[src/rtl/rv32i_types.sv]
// rv32i_types: shared core types for CDB broadcast and functional-unit indexing
package rv32i_types;
  localparam int PHYS_WIDTH    = 6;
  localparam int ROB_IDX_WIDTH = 5;
  localparam int FU_DIV = 0;
  localparam int FU_MUL = 1;
  localparam int FU_BR  = 2;
  localparam int FU_ALU = 3;
  typedef struct packed {
    logic                     valid;
    logic [PHYS_WIDTH-1:0]    pd_addr;
    logic [4:0]               rd_addr;
    logic [ROB_IDX_WIDTH-1:0] rob_idx;
    logic [31:0]              data;
    logic                     br_taken;
    logic [31:0]              br_target;
  } cdb_pkt;
endpackage

[src/rtl/rr_arbiter.sv]
// rr_arbiter: combinational round-robin pick, searching from ptr+1 with wraparound
module rr_arbiter #(
  parameter int N = 4,
  localparam int PW = (N > 1) ? $clog2(N) : 1
) (
  input  logic [N-1:0]  req,
  input  logic [PW-1:0] ptr,
  output logic [PW-1:0] win,
  output logic          win_valid
);
  logic [PW-1:0] idx;
  // scan farthest offset first so the nearest requester after ptr is the last write
  always_comb begin
    win = '0;
    win_valid = 1'b0;
    idx = '0;
    for (int k = N; k >= 1; k--) begin
      idx = PW'((int'(ptr) + k) % N);
      if (req[idx]) begin
        win = idx;
        win_valid = 1'b1;
      end
    end
  end
endmodule

[src/rtl/cdb_arbiter.sv]
// cdb_arbiter: round-robin sharing of the common data bus with one-entry holding slots per FU
module cdb_arbiter
  import rv32i_types::*;
#(
  parameter int NUM_REQ = 4
) (
  input  logic               clk,
  input  logic               rst_n,
  input  logic [NUM_REQ-1:0] fu_valid,
  input  cdb_pkt             fu_pkt [NUM_REQ],
  input  logic               br_flush,
  output logic [NUM_REQ-1:0] stall_fu,
  output cdb_pkt             cdb_out,
  output logic [NUM_REQ-1:0] grant_vec,
  output logic [31:0]        stall_cycles
);
  localparam int PTR_WIDTH = $clog2(NUM_REQ);
  logic [NUM_REQ-1:0]   hold_valid, req, gnt, hold_nxt;
  cdb_pkt               hold_pkt [NUM_REQ];
  cdb_pkt               cand [NUM_REQ];
  cdb_pkt               win_pkt;
  logic [PTR_WIDTH-1:0] rr_ptr, win;
  logic                 win_valid;

  assign req      = hold_valid | (fu_valid & ~hold_valid);
  assign stall_fu = hold_valid;

  rr_arbiter #(.N(NUM_REQ)) u_rr (
    .req       (req),
    .ptr       (rr_ptr),
    .win       (win),
    .win_valid (win_valid)
  );

  // held results take precedence over the FU's live output; losers stay or become held
  always_comb begin
    for (int i = 0; i < NUM_REQ; i++) cand[i] = hold_valid[i] ? hold_pkt[i] : fu_pkt[i];
    gnt = win_valid ? NUM_REQ'(1) << win : '0;
    hold_nxt = req & ~gnt;
    win_pkt = cand[win];
    win_pkt.valid = 1'b1;
  end

  // broadcast register, holding slots, pointer and stall counter; flush drops everything pending
  always_ff @(posedge clk or negedge rst_n) begin
    if (!rst_n) begin
      hold_valid <= '0;
      for (int i = 0; i < NUM_REQ; i++) hold_pkt[i] <= '0;
      cdb_out <= '0;
      grant_vec <= '0;
      rr_ptr <= PTR_WIDTH'(NUM_REQ - 1);
      stall_cycles <= '0;
    end else if (br_flush) begin
      hold_valid <= '0;
      cdb_out.valid <= 1'b0;
      grant_vec <= '0;
    end else begin
      hold_valid <= hold_nxt;
      for (int i = 0; i < NUM_REQ; i++)
        if (fu_valid[i] && !hold_valid[i] && !gnt[i]) hold_pkt[i] <= fu_pkt[i];
      if (win_valid) begin
        cdb_out <= win_pkt;
        rr_ptr <= win;
      end else begin
        cdb_out.valid <= 1'b0;
      end
      grant_vec <= gnt;
      stall_cycles <= stall_cycles + 32'(|hold_valid);
    end
  end
endmodule

[config.mk]
export PLATFORM = sky130hd
export DESIGN_NAME = cdb_arbiter
export DESIGN_NICKNAME = d
export VERILOG_FILES = /design/src/rtl/rv32i_types.sv /design/src/rtl/rr_arbiter.sv /design/src/rtl/cdb_arbiter.sv
export SDC_FILE = /design/constraint.sdc
export NUM_CORES = 1
export LEC_CHECK = 0
export ABC_AREA = 1
export BUFFER_PORTS_ARGS = -buffer_cell sky130_fd_sc_hd__clkbuf_2
export CORE_MARGIN = 5
export CORE_UTILIZATION = 56
export DETAILED_ROUTE_END_ITERATION = 7
export PLACE_DENSITY = 0.8
export SLEW_MARGIN = 20
export SYNTH_ARGS = -nofsm -noshare
export SYNTH_HDL_FRONTEND = slang
export SYNTH_SLANG_ARGS = --single-unit
[constraint.sdc]
create_clock -name clk -period 4.25 [get_ports clk]
set_input_delay 0.85 -clock clk [delete_from_list [all_inputs] [get_ports clk]]
set_output_delay 0.85 -clock clk [all_outputs]
set_load 0.01 [all_outputs]
**After elaboration in Yosys (flattened, before gate mapping)**

Cells that the tools add are included.

- Add/sub/neg operators: 5
- $mul: 0
- Divide/modulo/power cells: 0
- Magnitude comparators: 5
- Equality and inequality tests: 0
- Shift-type cells: 1
- Mux-type cells: 28
- Bitwise gates (word level): 7
- Reduce and logical (&&, ||, !) cells: 22

Operator list:

| operator | number |
|---|---|
| 2-to-1 mux 82 bit | 4 |
| binary-select mux 82 bit (select 2 bit) | 1 |
| 2-to-1 mux 81 bit | 2 |
| adder 32 x 1 -> 32 bit | 1 |
| less-than comparator 2 x 3 -> 1 bit (second input constant) | 4 |
| 2-to-1 mux 4 bit | 3 |
| 2-to-1 mux 1 bit | 10 |
| AND reduction 2 bit | 5 |
| bitwise AND 4 bit | 2 |
| binary-select mux 1 bit (select 2 bit) | 4 |
| logical AND 1 bit | 8 |
| logical NOT 1 bit | 8 |
| 2-to-1 mux 2 bit | 4 |
| inverter 4 bit | 2 |
| adder 2 x 1 -> 2 bit (second input constant) | 2 |
| adder 2 bit (second input constant) | 2 |
| OR 4 bit | 1 |
| OR reduction 4 bit | 1 |
| << shifter 1 x 2 -> 4 bit (first input constant) | 1 |
| >= comparator 3 bit (second input constant) | 1 |
| inverter 2 -> 3 bit | 1 |
| inverter 1 bit | 1 |

- Bits in registers: 452
- Latch bits: 0
- Bits in writable memories: 0
- Bits in read-only memories: 0
- Bits of input ports: 335
- Output and inout bits: 122
- Memories: 0

**Depth between registers and ports, before layout**

- Depth in word-level cells: 14
- Mapped depth: 18
- Depth with buffers taken out: 16

**Cells and area by module**

A second synthesis with hierarchy kept.

- Cells, all modules: 2942
- Area total of the unflattened synthesis: 22544.1 um^2

By module, submodules not included:

| module | times used | cells each | area each (um^2) | sequential area each (um^2) |
|---|---|---|---|---|
| cdb_arbiter | 1 | 2893 | 22317.7 | 11213.3 |
| rr_arbiter | 1 | 49 | 226.5 | 0.0 |

**Worst setup path before layout**

No wires, ideal clock.

- Kind: reg2reg
- From: reg hold_valid[0], in the netlist stall_fu[0]
- To: reg stall_cycles[26]
- Data arrival time: 3.005 ns
- Path slack: 1.118 ns
- Stages on the path, launching flop included: 15
- Path buffers: 3
- Period minus slack after synthesis: 3.132 ns
- Cell sequence: dfrtp_1 clkbuf_1 clkbuf_1 buf_1 or4_1 ha_1 ha_1 nand3_1 nor2_1 nand3_1 nor2_1 nand3_1 nor2_1 nand4_1 xnor2_1

- Longest elaborated chain between the ends: 2

Ends and longest elaborated chain:

| element | line | RTL |
|---|---|---|
| from (decl) | cdb_arbiter.sv:18 | `logic [NUM_REQ-1:0] hold_valid, req, gnt, hold_nxt;` |
| from (signal assigned) | cdb_arbiter.sv:58 | `hold_valid <= hold_nxt;` |
| OR reduction 4 bit | cdb_arbiter.sv:68 | `stall_cycles <= stall_cycles + 32'(\|hold_valid);` |
| adder 32 x 1 -> 32 bit | cdb_arbiter.sv:68 |  |
| to (signal assigned) | cdb_arbiter.sv:68 |  |
| to (decl) | cdb_arbiter.sv:15 | `output logic [31:0] stall_cycles` |

No other way between the ends.
A chain may end at the register's enable or synchronous reset.

**Worst setup path in the final report**

- From: reg hold_valid[1], in the netlist stall_fu[1]
- To: reg hold_pkt[225] (netlist name)

- Longest elaborated chain between the ends: 14
- Elaborated cells between the ends (all ways): 26
- Those cells by class: 1 x shift; 17 x mux; 3 x bitwise; 5 x reduce/logical

Ends and longest elaborated chain:

| element | line | RTL |
|---|---|---|
| inverter 4 bit | cdb_arbiter.sv:25 | `assign req = hold_valid \| (fu_valid & ~hold_valid);` |
| bitwise AND 4 bit | cdb_arbiter.sv:25 |  |
| OR 4 bit | cdb_arbiter.sv:25 |  |
| binary-select mux 1 bit (select 2 bit) | rr_arbiter.sv:19 | `if (req[idx]) begin` |
| 2-to-1 mux 1 bit (implied by the code) | rr_arbiter.sv:19 |  |
| 2-to-1 mux 2 bit (4 in series) | rr_arbiter.sv:19 |  |
| << shifter 1 x 2 -> 4 bit | cdb_arbiter.sv:38 | `gnt = win_valid ? NUM_REQ'(1) << win : '0;` |
| 2-to-1 mux 4 bit | cdb_arbiter.sv:38 |  |
| logical NOT 1 bit | cdb_arbiter.sv:60 | `if (fu_valid[i] && !hold_valid[i] && !gnt[i]) hold_pkt[i] <= fu_pkt[i];` |
| logical AND 1 bit (*) | cdb_arbiter.sv:60 |  |
| AND reduction 2 bit (no line) (*) | - |  |
| to (signal, indexed assignment) | cdb_arbiter.sv:60 |  |
| to (decl) | cdb_arbiter.sv:19 | `cdb_pkt hold_pkt [NUM_REQ];` |

Mark *: on every way between the ends. The rest lies on a longest branch, timed or not. The select of a mux whose other input is x is not followed.

==> results.md <==
* Chip height at 218.2 µm
* Later-pin clock latency in the skew report at 590 ps
* Flops & latches, synth at 448
* Initial drt markers at 2804
* Vias in the first global route at 21660
* I/O pin cnt at 457
* Hold Crit Class: in -> async
* Drt drc at 0
* Gr ovfl total at 0
* Die width at 218.2 µm
* Final setup violation count at 0
* Post-synth top cells: 1280 x nand2_1, 446 x dfrtp_1, 301 x o21ai_0
* Rows at 76
* TNS Setup at 0 ps
* Gates resized, CTS repair at 0
* Post-CTS Hold Buffers at 0
* Area leader, netlist: dfrtp_1
* Unique cell type count in the Yosys netlist at 30
* Initial Util at 0.5645
* RR Endpoint: hold_pkt[225]
* Number of port buffers at 452
* Reg area at 0.01123 mm²
* Maxcap violations at 0
* Sink Count at 448
* Multi-input gate area at 0.01096 mm²
* Core Area at 0.04298 mm²
* Slew Viols, Final at 0
* Largest net degree at the start of global routing at 163
* R2r worst-path depth at 12
* Setup Crit Path Kind: reg -> reg
* Clock buffer depth at 3
* Top cell type's share of synthesized area at 0.4600
* Detailed-route wire length per cell at 17.72 µm
* Clk_skew at 22.29 ps
* CTS tree: done
* DIE AREA at 0.04759 mm²
* Top FF cell, synth: dfrtp_1
* Post-synth EDFFs at 0
* Pleak at 15.50 nW
* Crit path DAT at 3760 ps
* Tmin final at 3322 ps
* DP HPWL at 49370 µm
* Vias per std cell at 5.513
* Synth-to-layout area growth at 16.92%
* Final #Nets at 3986
* Layout cell share with drive strength beyond 1 at 0.1625
* CP Max Fanout at 60
* Period utilisation layout at 0.7816
* TritonRoute pass-1 iters at 7
* Final ANT Viol Nets at 0
* PD cells at 884.7 mW/mm²
* Crit path from: stall_fu[1]
* Post-CTS setup buffer count at 0
* H-tree depth at 2
* Sequential area share after synthesis at 0.4621
* Main area contributors after synthesis: dfrtp_1 46%, nand2_1 20%, o21ai_0 6.2%
* Required time of the worst setup path at 4690 ps
* Reg clk slew, reported paths at 60 ps
* Final Hold Viols at 0
* DRT Wirelength at 75870 µm
* Maximum clock rate at 301.1 MHz
* Syn Nets at 3683
* CP Capture Point: hold_pkt[225]
* Routability cong. at 0.8666
* Worst slew pin tran at 1066 ps
* Worst VDD drop at 820.5 µV
* Yosys warns at 0
* Status: finished clean
* Async SR Flop Fraction at 1.000
* CP endpoint kind: flip-flop
* First-pass GRT wire length at 118700 µm
* Crit start category: flip-flop
* RSZ-0062 raised after global routing: no
* R2R setup slack at 930 ps
* Root buffer cell: clkbuf_16
* Final Core Density at 0.6600
* Relative slew margins at 0.2893
* Mapped Avg Cell Area at 7.251 µm²
* Filler cells at 3694
* All-layer global routing usage at 0.3101
* Mapped cell area at 0.02426 mm²
* TritonCTS buffer count at 49
* Mapped Cells at 3346
* Reg2reg start: stall_fu[1]
* Top-count cell post-synth: nand2_1
* Vias after detailed routing at 23600
* Initial antenna violation count at 11
sequential cells by signal, indices dropped and copies added (netlist names):
signal,cells
rr_ptr,2
cdb_out,82
stall_cycles,32
hold_pkt,324
grant_vec,4
stall_fu,4
cell families after synthesis:
logic type / share of synthesized area
multiplexers: 0.03342
XOR/XNOR: 0.01047
flip-flops: 0.4621
adder cells (fa/ha/maj): 0.001031
buffers and inverters: 0.08952
AO/OA/AOI/OAI: 0.1020
AND/OR/NAND/NOR: 0.3014
power breakdown:
part | leakage, nW | internal [W] | switching [W] | total, W
Sequential | 5.61 | 0.00622 | 0.00115 | 0.00737
Combinational | 9.08 | 0.00413 | 0.00925 | 0.0134
Clock | 0.811 | 0.00258 | 0.00176 | 0.00434
cells in the final DEF (no fill, tap or decap), types with 4 or more instances in the layout:
master        n
nand2_1    1278
clkbuf_2    451
dfrtp_1     442
o21ai_0     301
inv_1       272
nand3_1     259
nor2_1      115
o21ai_1     109
nand4_1      90
a21oi_1      82
mux2i_1      81
clkbuf_16    51
buf_4        27
xor2_1       16
xnor2_1      13
buf_12       13
clkbuf_8     12
clkbuf_1     12
clkinv_2     10
diode_2       9
nor3_1        8
inv_2         5
nand3_4       5
nor4_1        4
dfrtp_4       4
worst min path at each step:
stage	from	end
3_5_place_dp	hold_pkt[281]	hold_pkt[281]
3_3_place_gp	hold_pkt[301]	hold_pkt[301]
4_1_cts	rst_n	hold_pkt[258]
6_report	rst_n	stall_cycles[30]
5_1_grt	rst_n	stall_cycles[30]
2_1_floorplan	hold_pkt[246]	hold_pkt[246]
cell type report:
type | count | share of cell area
Sequential cell | 448 | 0.3958
Multi-Input combinational cell | 2379 | 0.3864
Timing Repair Buffer | 492 | 0.09641
Clock buffer | 75 | 0.05240
Inverter | 279 | 0.03705
Tap cell | 585 | 0.02580
Clock inverter | 14 | 0.005337
Antenna cell | 9 | 0.0007939
worst max-delay path: stages (launching register included):
cell	delay, ps
dfrtp_4	610
nor2_1	300
nand2_1	140
nand3_1	120
nand2b_1	100
nand4_1	120
nand2_4	420
clkinv_2	420
nand2_2	210
nand3_4	100
buf_4	330
nand2_1	150
o21ai_0	100
stage by stage:
stage                     total power [W]  std cells  cell area, µm²  hold slack, ps  setup slack [ps]
after floorplan                   0.01667       3346           24260           441.6              1118
after global placement            0.02014       4183           26710           452.3             767.6
after detailed placement          0.02045       4183           26710           458.3             716.1
after CTS                         0.02492       4272           28350           302.7              1007
after global routing              0.02709       4281           28370           327.9             790.1
final                             0.02510       4281           28370           295.4             928.4
metal layers:
layer  routed length (µm)  part of all wire  GRT usage  vias to the layer above
met4                 2563             0.034     0.1143                        4
met2                33960              0.45     0.4683                     1248
met5                   27           0.00036          0                        -
met3                 7726              0.10    0.06386                      172
li1                     -                 -          -                    11320
met1                31590              0.42     0.4464                    10860
(Power assumes the default switching activity.)
